### src/rtl/prga_fifo_rr_arbiter.sv
// Round-robin arbiter that merges NUM_SRCS lookahead FIFOs into a single
// registered lookahead output. A granted source may keep the output for up
// to BURST consecutive words. Every output word is tagged with the index of
// the source it came from.
// NUM_SRCS must be 2..16 and BURST must be >= 1.
module prga_fifo_rr_arbiter #(
  parameter int DATA_WIDTH = 8,
  parameter int NUM_SRCS   = 4,
  parameter int BURST      = 4,
  localparam int SRC_W     = $clog2(NUM_SRCS)
) (
  input  logic                           clk,
  input  logic                           rst,
  input  logic [NUM_SRCS-1:0]            src_empty,
  output logic [NUM_SRCS-1:0]            src_rd,
  input  logic [NUM_SRCS*DATA_WIDTH-1:0] src_dout,
  output logic                           empty,
  input  logic                           rd,
  output logic [DATA_WIDTH-1:0]          dout,
  output logic [SRC_W-1:0]               dout_src
);

  localparam int   CNT_W       = $clog2(BURST + 1);
  localparam logic MULTI_BURST = (BURST > 1) ? 1'b1 : 1'b0;

  logic [SRC_W-1:0]      cur_q, cur_d;
  logic                  locked_q, locked_d;
  logic [CNT_W-1:0]      cnt_q, cnt_d;
  logic                  empty_q, empty_d;
  logic [DATA_WIDTH-1:0] dout_q, dout_d;
  logic [SRC_W-1:0]      dout_src_q, dout_src_d;

  logic [SRC_W-1:0]      sel;
  logic                  any_src;
  logic                  load;
  logic                  pop;

  // Index arithmetic modulo NUM_SRCS. This also works when NUM_SRCS is not
  // a power of two.
  function automatic logic [SRC_W-1:0] wrap_idx(input logic [SRC_W-1:0] base, input int step);
    int s;
    s = int'(base) + step;
    if (s >= NUM_SRCS) begin
      s = s - NUM_SRCS;
    end else begin
      s = s;
    end
    return SRC_W'(s);
  endfunction

  // Choose a source. A live burst source keeps the grant. Otherwise scan
  // forward from cur+1 and check cur itself last.
  always_comb begin
    logic             found;
    logic [SRC_W-1:0] idx;
    sel   = cur_q;
    found = 1'b0;
    idx   = '0;
    if (locked_q && !src_empty[cur_q]) begin
      sel = cur_q;
    end else begin
      for (int k = 1; k <= NUM_SRCS; k++) begin
        idx = wrap_idx(cur_q, k);
        if (!found && !src_empty[idx]) begin
          sel   = idx;
          found = 1'b1;
        end else begin
          found = found;
        end
      end
    end
  end

  assign any_src = |(~src_empty);
  assign load    = empty_q | rd;
  assign pop     = load & any_src;

  // Drive a single pop strobe toward the selected source. The strobe is
  // held low during reset so the source FIFOs are not disturbed.
  always_comb begin
    src_rd = '0;
    if (pop && rst) begin
      src_rd[sel] = 1'b1;
    end else begin
      src_rd = '0;
    end
  end

  // Next state: load the output register on a pop and track the burst.
  // A read with no refill drains the output register.
  always_comb begin
    cur_d      = cur_q;
    locked_d   = locked_q;
    cnt_d      = cnt_q;
    empty_d    = empty_q;
    dout_d     = dout_q;
    dout_src_d = dout_src_q;
    if (pop) begin
      dout_d     = src_dout[int'(sel)*DATA_WIDTH +: DATA_WIDTH];
      dout_src_d = sel;
      empty_d    = 1'b0;
      if (locked_q && (sel == cur_q)) begin
        cnt_d    = cnt_q + CNT_W'(1);
        locked_d = ((cnt_q + CNT_W'(1)) < CNT_W'(BURST));
      end else begin
        cur_d    = sel;
        cnt_d    = CNT_W'(1);
        locked_d = MULTI_BURST;
      end
    end else if (rd && !empty_q) begin
      empty_d = 1'b1;
    end else begin
      empty_d = empty_q;
    end
  end

  // State and output registers. Reset is asynchronous and active-low.
  always_ff @(posedge clk or negedge rst) begin
    if (!rst) begin
      cur_q      <= SRC_W'(NUM_SRCS - 1);
      locked_q   <= 1'b0;
      cnt_q      <= '0;
      empty_q    <= 1'b1;
      dout_q     <= '0;
      dout_src_q <= '0;
    end else begin
      cur_q      <= cur_d;
      locked_q   <= locked_d;
      cnt_q      <= cnt_d;
      empty_q    <= empty_d;
      dout_q     <= dout_d;
      dout_src_q <= dout_src_d;
    end
  end

  assign empty    = empty_q;
  assign dout     = dout_q;
  assign dout_src = dout_src_q;

endmodule
### config.mk
export PLATFORM = sky130hd
export DESIGN_NAME = prga_fifo_rr_arbiter
export DESIGN_NICKNAME = d
export VERILOG_FILES = /design/src/rtl/prga_fifo_rr_arbiter.sv
export SDC_FILE = /design/constraint.sdc
export NUM_CORES = 1
export LEC_CHECK = 0
export ABC_CLOCK_PERIOD_IN_PS = 3100
export CORE_MARGIN = 2
export CORE_UTILIZATION = 42
export CTS_CLUSTER_SIZE = 24
export DETAILED_ROUTE_END_ITERATION = 10
export PLACE_DENSITY = 0.8
export SYNTH_ARGS = -nofsm -noshare
export SYNTH_HDL_FRONTEND = slang
export SYNTH_SLANG_ARGS = --single-unit
### constraint.sdc
create_clock -name clk -period 3.1 [get_ports clk]
set_input_delay 0.31 -clock clk [delete_from_list [all_inputs] [get_ports clk]]
set_output_delay 0.31 -clock clk [all_outputs]
set_load 0.01 [all_outputs]
After elaboration in Yosys (flattened, before gate mapping)
Cells that the tools add are included.

word-level totals
  bits in registers = 17
  input port bits = 39
  output and inout bits = 15
  word-level logic and storage cells = 88

operators by class
  add/subtract/negate cells = 9
  $lt $le $gt $ge = 12
  equal/unequal tests = 1
  shift-type cells = 1
  multiplexer cells = 36
  bitwise logic cells = 4
  reduce and logical (&&, ||, !) cells = 19

operators with widths
  cell                 count
  $shiftx 32x6->8      1
  $mux 2               13
  $lt 2x3->1 const B   6
  $mux 1               15
  $bmux 1 s2           5
  $ge 3x3->1 const B   3
  $logic_and 1x1->1    8
  $logic_not 1->1      8
  $sub 2x1->2 const B  4
  $add 2x2->3 const B  2
  $add 2x3->4 const B  1
  $ge 4x3->1 const B   1
  $mux 4               1
  $not 4->4            1
  $reduce_or 4->1      1
  $add 2x1->3 const B  1
  $add 3x1->3 const B  1
  $lt 3x3->1 const B   1
  $mux 3               1
  $demux 1 s2          1
  $eq 2x2->1           1
  $ge 2x1->1 const B   1
  $reduce_and 2->1     1
  $reduce_bool 2->1    1
  3 further kinds      3

Logic depth before layout (Yosys ltp)
Gate-level depths: netlist (run 1).

  depth after elaboration = 26
  mapped depth = 8
  depth with buffers taken out = 6

Least setup slack after synthesis (run 1)
No wires, ideal clock.

  kind = register to output
  start point = register cur_q[0]
  end point = output src_rd[0]
  data arrival time = 2,055 ps
  required time = 2,790 ps
  path slack = 735 ps
  cell stages (with the launch flop) = 9
  path buffers = 2
  cell sequence = dfstp_2 -> buf_6 -> mux2_4 -> a221oi_4 -> o311ai_1 -> a32oi_2 -> buf_4 -> inv_1 -> nor2_1

on the way
  word-level cells in the longest chain between the ends = 25
  elaborated cells between the ends (all ways) = 58
  those cells by class = add/sub: 8; order compare: 6; mux: 32; reduce/logical: 12

ends and longest elaborated chain
  what                                                            RTL line  source
  from (decl)                                                     26        logic [SRC_W-1:0] cur_q, cur_d;
  from (signal assigned)                                          120       cur_q <= SRC_W'(NUM_SRCS - 1);
  from (signal assigned)                                          127       cur_q <= cur_d;
  $add 2x1->3                                                     42        s = int'(base) + step;
  $ge 3x3->1 or $sub 2x1->2 (tied branches)                       43, 44
  $mux 2                                                          43        if (s >= NUM_SRCS) begin
  $mux 2                                                          59        if (locked_q && !src_empty[cur_q]) begin
  $bmux 1 s2                                                      64        if (!found && !src_empty[idx]) begin
  $mux 1 (not written as such)                                    64
  $mux 1                                                          64
  $mux 1                                                          59
  [... 9 more ...]                                                -
  $logic_and 1x1->1                                               64
  $mux 2                                                          64
  $mux 2 *                                                        59
  $lt 2x3->1 (not written as such) or $ge 2x1->1 (tied branches)  83        src_rd[sel] = 1'b1;
  $logic_and 1x1->1 (not written as such)                         83
  $mux 1 (not written as such)                                    83
  $demux 1 s2 *                                                   83
  $mux 4 *                                                        82        if (pop && rst) begin
  to (decl)                                                       15        output logic [NUM_SRCS-1:0] src_rd,

Mark *: on every way between the ends. The rest lies on a longest branch, timed or not. The select of a mux whose other input is x is not followed.

Final worst setup path (run 1)
  start point = register cur_q[0]
  end point = output src_rd[1]

Same word-level chain as after synthesis.

==> results of run 1 <==
-- cells in the mapped netlist, types with 2 or more instances --
cell type | count | area [um^2]
buf_2 | 2 | 10.01
o221ai_1 | 8 | 70.07
nor2b_1 | 2 | 12.51
mux2_2 | 2 | 22.52
a21oi_1 | 2 | 10.01
nand3_1 | 2 | 10.01
clkbuf_1 | 3 | 11.26
dfstp_2 | 3 | 78.83
buf_4 | 3 | 22.52
dfrtp_1 | 14 | 350.3
nor2_1 | 13 | 48.80
o21ai_0 | 10 | 50.05
nand2_1 | 26 | 97.59
mux2i_1 | 19 | 190.2
buf_6 | 2 | 22.52
inv_1 | 3 | 11.26
a21boi_0 | 2 | 15.01
-- final timing paths --
path,start,endpoint,depth (start not counted)
hold / removal,src_empty[2],empty,3
hold reg to reg,dout[2],dout[2],2
max in group asynchronous,rst,empty,2
min in group asynchronous,rst,cnt_q[0],2
setup reg to reg,cur_q[0],dout[5],8
setup / recovery,cur_q[0],src_rd[1],7
-- registers in the layout, indices dropped and copies added (netlist names) --
name / flops
cnt_q: 3
locked_q: 1
cur_q: 2
dout_src: 2
empty: 1
dout: 8
-- power by group --
group | internal [uW] | switching [uW] | total [uW] | leakage, uW
clock network | 49.9 | 67.4 | 117 | 0.0000150
logic | 465 | 405 | 870 | 0.000662
registers | 329 | 73.6 | 403 | 0.000202
-- critical path, cell delays in order, from the launching register on --
cell	delay [ns]
dfstp_2	0.59
mux2_4	0.32
a221oi_4	0.27
mux2_2	0.37
and2_1	0.15
nand3_1	0.11
nor2_1	0.05
clkdlybuf4s50_1	0.47
-- logic make-up (layout without fill, tap and decap cells) --
group,Yosys count,after routing
XOR/XNOR,1,1
adder cells (fa/ha/maj),1,1
AO/OA/AOI/OAI,33,33
buffers and inverters,13,73
AND/OR/NAND/NOR,49,49
multiplexers,22,22
flip-flops,17,17
-- metal layers --
| metal | routed length, um | vias to the layer above | global-route usage | part of all wire |
|---|---|---|---|---|
| met5 | 0 | - | 0 | 0 |
| li1 | - | 614 | - | - |
| met4 | 10 | 0 | 0.05648 | 0.0029 |
| met2 | 1820 | 48 | 0.3977 | 0.52 |
| met3 | 258 | 2 | 0.05134 | 0.074 |
| met1 | 1405 | 615 | 0.2612 | 0.40 |
-- layout make-up --
| class | instances | area, um^2 | share of cell area |
|---|---|---|---|
| flip-flops and latches | 17 | 429.2 | 0.2296 |
| well taps | 31 | 38.79 | 0.02075 |
| inverters | 3 | 11.26 | 0.006024 |
| clock buffers | 4 | 26.28 | 0.01406 |
| repair buffers | 66 | 638.1 | 0.3414 |
| multi-input cells | 106 | 725.7 | 0.3882 |
-- per-stage QoR --
stage / cells / util / power [uW]
floorplan: 136 / - / 944.0
global placement: 219 / 0.6525 / 1202
detailed placement: 219 / 0.6525 / 1239
CTS: 224 / 0.6647 / 1372
global route: 227 / 0.6779 / 1504
finish: 227 / 0.6779 / 1390
-- what timing repair did --
item,CTS,global route
gates resized for setup,0,5
pin swaps,0,1
setup buffers,1,3
gates cloned,0,0
endpoints found under the setup margin,3,3
==> impl_metrics.env, run 1 <==
export IMPL_status="completed"
export IMPL_period_minus_slack_ns=2.938
export IMPL_antenna_left=0
export IMPL_p_leak_uw=0.0008796
export IMPL_antennaDiodeCount=0
export IMPL_die_w_um=58.09
export IMPL_cp_start_kind="register"
export IMPL_layout_commonest_cell="clkdlybuf4s50_1"
export IMPL_wl_per_cell_um=15.40
export IMPL_setup_violations=0
export IMPL_cp_arrival_ns=2.63
export IMPL_skew_ns=0.003136
export IMPL_vias_per_cell=5.634
export IMPL_fin_tns_setup_ns=0
export IMPL_start_util=0.4456
export IMPL_finalMaxSlewViolations=0
export IMPL_required_ns=2.79
export IMPL_placed_area_um2=1799
export IMPL_synth_xor_xnor_area_share=0.007128
export IMPL_min_period_over_period=0.9476
export IMPL_avgSynthCellArea_um2=9.034
export IMPL_synth_seq_cells=17
export IMPL_yosys_cell_types_count=37
export IMPL_grt_pass1_wl_mm=5.768
export IMPL_synthesis_nets=176
export IMPL_clock_sinks=17
export IMPL_end_kind="output port"
export IMPL_powerDensity_nw_per_um2=743.4
export IMPL_hp_class="primary input to register"
export IMPL_fp_dieH_um=58.09
export IMPL_core_area_um2=2758
export IMPL_vias=1279
export IMPL_yosys_warnings=0
export IMPL_vdd_drop_max_uv=651.0
export IMPL_final_area_um2=1869
export IMPL_dp_hpwl_mm=2.745
export IMPL_dpl_worst_slack_ns=0.09081
export IMPL_grt_max_degree=19
export IMPL_final_cell_mix="clkdlybuf4s50_1, nand2_1, mux2i_1"
export IMPL_rsz0062_at_grt="false"
export IMPL_antenna_found_initial=0
export IMPL_postSynth_asyncResetShare=1.000
export IMPL_tightestPinTransition_ns=0.5624
export IMPL_nets=237
export IMPL_clockBufferDepth=2
export IMPL_synth_top_family_by_area="compound AO/OA/AOI/OAI gates"
export IMPL_synth_compound_area_share=0.2128
export IMPL_cts_root_buf="clkbuf_4"
export IMPL_reg2reg_slack_ns=0.45
export IMPL_first_pass_iters=4
export IMPL_fillers=230
export IMPL_syn_inst=136
export IMPL_seq_area_frac_synth=0.3493
export IMPL_yosys_area_share_simple=0.1721
export IMPL_grt_usage=0.2201
export IMPL_first_global_vias=1324
export IMPL_io_buffers=53
export IMPL_num_rows=19
export IMPL_path_clk_slew_ns=0.10
export IMPL_drc_errors=0
export IMPL_synth_edff_count=0
export IMPL_path_max_fanout=5
export IMPL_fin_ws_ns=0.1625
export IMPL_cts_tree="built"
export IMPL_critPathKind="register to output port"
export IMPL_htree_num_levels=1
export IMPL_maxCapViolCount=0
export IMPL_synth_mux_area_frac=0.1853
export IMPL_synth_area_um2=1229
export IMPL_routabilityCongestion=0.9716
export IMPL_wl_mm=3.495
export IMPL_synthFlopType="dfrtp_1"
export IMPL_finalHoldViolCount=0
export IMPL_slew_limit_headroom=0.6211
export IMPL_final_layout_size_suffix_gt1_frac=0.1378
export IMPL_synth_fa_ha_area_frac=0.01018
export IMPL_clk_latency_ns=0.28
export IMPL_fmax_mhz=340.4
export IMPL_area_growth_pct=52.14
export IMPL_ctsHoldBuffers=0
export IMPL_dieArea_um2=3374
export IMPL_ioPinCount=54
export IMPL_drtIter0Drc=54
export IMPL_hold_ws_ns=0.4309
export IMPL_cts_made_buffers=3
export IMPL_overflow=0
(Power assumes the default switching activity.)
==> run 2, diff against run 1 <==
Settings changed: CORE_UTILIZATION 42 to 43, CTS_BUF_LIST set to sky130_fd_sc_hd__clkbuf_2, PLACE_DENSITY 0.8 to 0.82.
==> run 2 against run 1 <==
First-iteration DRC count fell by 24%. Critical path depth rose by 1. Hold slack got worse by 0.0074 ns. Die area fell by 2.2%. Flip-flop and latch count did not move. Cell count fell by 0.44%. Combinational power rose by 4.0%. Global-route usage fell by 1.3 points. Register-to-register slack improved by 0.08 ns. Critical path type is now primary input to output port. Highest routed layer unchanged.
==> impl_metrics.env, run 2 (synthesis results as in run 1) <==
export IMPL_status="completed"
export IMPL_nets=236
export IMPL_finalHoldViolCount=0
export IMPL_grt_pass1_wl_mm=5.388
export IMPL_path_max_fanout=7
export IMPL_cp_arrival_ns=2.68
export IMPL_fp_dieH_um=57.46
export IMPL_dp_hpwl_mm=2.644
export IMPL_first_pass_iters=4
export IMPL_cts_made_buffers=3
export IMPL_fin_tns_setup_ns=0
export IMPL_final_area_um2=1887
export IMPL_start_util=0.4494
export IMPL_place_inst=217
export IMPL_clk_latency_ns=0.29
export IMPL_antenna_left=0
export IMPL_cts_root_buf="clkbuf_2"
export IMPL_antenna_found_initial=0
export IMPL_wl_mm=3.468
export IMPL_num_rows=19
export IMPL_fillers=224
export IMPL_tightestPinTransition_ns=0.8799
export IMPL_powerDensity_nw_per_um2=745.1
export IMPL_required_ns=2.79
export IMPL_cts_tree="built"
export IMPL_drtIter0Drc=41
export IMPL_grt_max_degree=19
export IMPL_cp_cell_sequence="clkdlybuf4s50_1, and4bb_2, a221oi_4, mux2_2, and2_1, nand3_1, nor2_1, clkdlybuf4s50_1"
export IMPL_period_minus_slack_ns=2.989
export IMPL_wl_per_cell_um=15.35
export IMPL_fmax_mhz=334.5
export IMPL_maxCapViolCount=0
export IMPL_die_w_um=57.46
export IMPL_antennaDiodeCount=0
export IMPL_final_cell_mix="clkdlybuf4s50_1, nand2_1, mux2i_1"
export IMPL_largest_reg_flops=8
export IMPL_grt_usage=0.2074
export IMPL_power_uw=1406
export IMPL_vdd_drop_max_uv=527.8
export IMPL_htree_num_levels=1
export IMPL_core_area_um2=2734
export IMPL_placed_area_um2=1784
export IMPL_path_common_cell="clkdlybuf4s50_1"
export IMPL_ioPinCount=54
export IMPL_area_growth_pct=53.56
export IMPL_cp_start_kind="primary input"
export IMPL_final_layout_size_suffix_gt1_frac=0.1436
export IMPL_min_period_over_period=0.9643
export IMPL_vias_per_cell=5.602
export IMPL_utilization=0.6902
export IMPL_crit_path_max_incr_delay_ns=0.54
export IMPL_ff2ff_path_depth=7
export IMPL_ctsHoldBuffers=0
export IMPL_clockBufferDepth=2
export IMPL_overflow=0
export IMPL_slew_limit_headroom=0.4072
export IMPL_dieArea_um2=3301
export IMPL_first_global_vias=1277
export IMPL_clock_sinks=17
export IMPL_layout_commonest_cell="clkdlybuf4s50_1"
export IMPL_path_clk_slew_ns=0.17
export IMPL_finalMaxSlewViolations=0
export IMPL_critPathKind="primary input to output port"
export IMPL_io_buffers=53
export IMPL_vias=1266
export IMPL_final_cell_count_no_fill=226
export IMPL_rsz0062_at_grt="false"
export IMPL_end_kind="output port"
export IMPL_drc_errors=0
export IMPL_setup_violations=0
export IMPL_routabilityCongestion=0.8969
export IMPL_slowest_stage="clkdlybuf4s50_1"
export IMPL_skew_ns=0.02452
export IMPL_p_leak_uw=0.0008826
export IMPL_hp_class="primary input to asynchronous set/reset pin"
-- run 2: metal layers --
| layer | routed length (um) | GRT usage |
|---|---|---|
| met1 | 1426 | 0.2300 |
| met2 | 1762 | 0.3977 |
| met3 | 248 | 0.04535 |
| met4 | 31 | 0.04651 |
| met5 | 0 | 0 |
-- run 2: layout make-up --
type	count	area [um^2]	area share
Clock buffer	4	20.02	0.01061
Inverter	3	11.26	0.005968
Multi-Input combinational cell	106	744.5	0.3946
Sequential cell	17	429.2	0.2275
Tap cell	31	38.79	0.02056
Timing Repair Buffer	65	643.1	0.3408
-- run 2: report_power, final --
group          leakage [uW]  internal (uW)  switching, uW  total (uW)
registers          0.000202            328           74.3         403
clock network     0.0000166           34.2           64.2        98.5
logic              0.000664            488            417         905
-- run 2: worst paths after layout --
kind                       slack, ns          from          end
max                             0.11  src_empty[3]    src_rd[1]
min                             0.42           rst      dout[3]
max reg2reg                     0.53      cur_q[0]      dout[7]
min reg2reg                     0.50   dout_src[1]  dout_src[1]
max in group asynchronous       2.39           rst     cur_q[0]
min in group clk                0.47  src_empty[2]        empty
-- run 2: what timing repair did --
action / in CTS / in global routing
pin swaps: 0 / 1
hold endpoints to repair: 0 / 0
resized for setup: 0 / 7
endpoints found under the setup margin: 2 / 4
gates cloned: 0 / 0
setup buffers: 2 / 3
-- run 2: metrics by stage --
| stage | hold WS, ns | worst slack (ns) |
|---|---|---|
| floorplan | 0.01441 | 0.7355 |
| global placement | 0.4601 | 0.1541 |
| detailed placement | 0.4697 | 0.006597 |
| CTS | 0.4048 | 0.001470 |
| global route | 0.4215 | 0.01099 |
| finish | 0.4235 | 0.1107 |
-- run 2: critical path, delay by kind of cell --
| kind | cells | cell delay (ns) |
|---|---|---|
| mux | 1 | 0.38 |
| simple gates | 4 | 0.63 |
| buf+inv | 2 | 1.02 |
| compound gates | 1 | 0.34 |
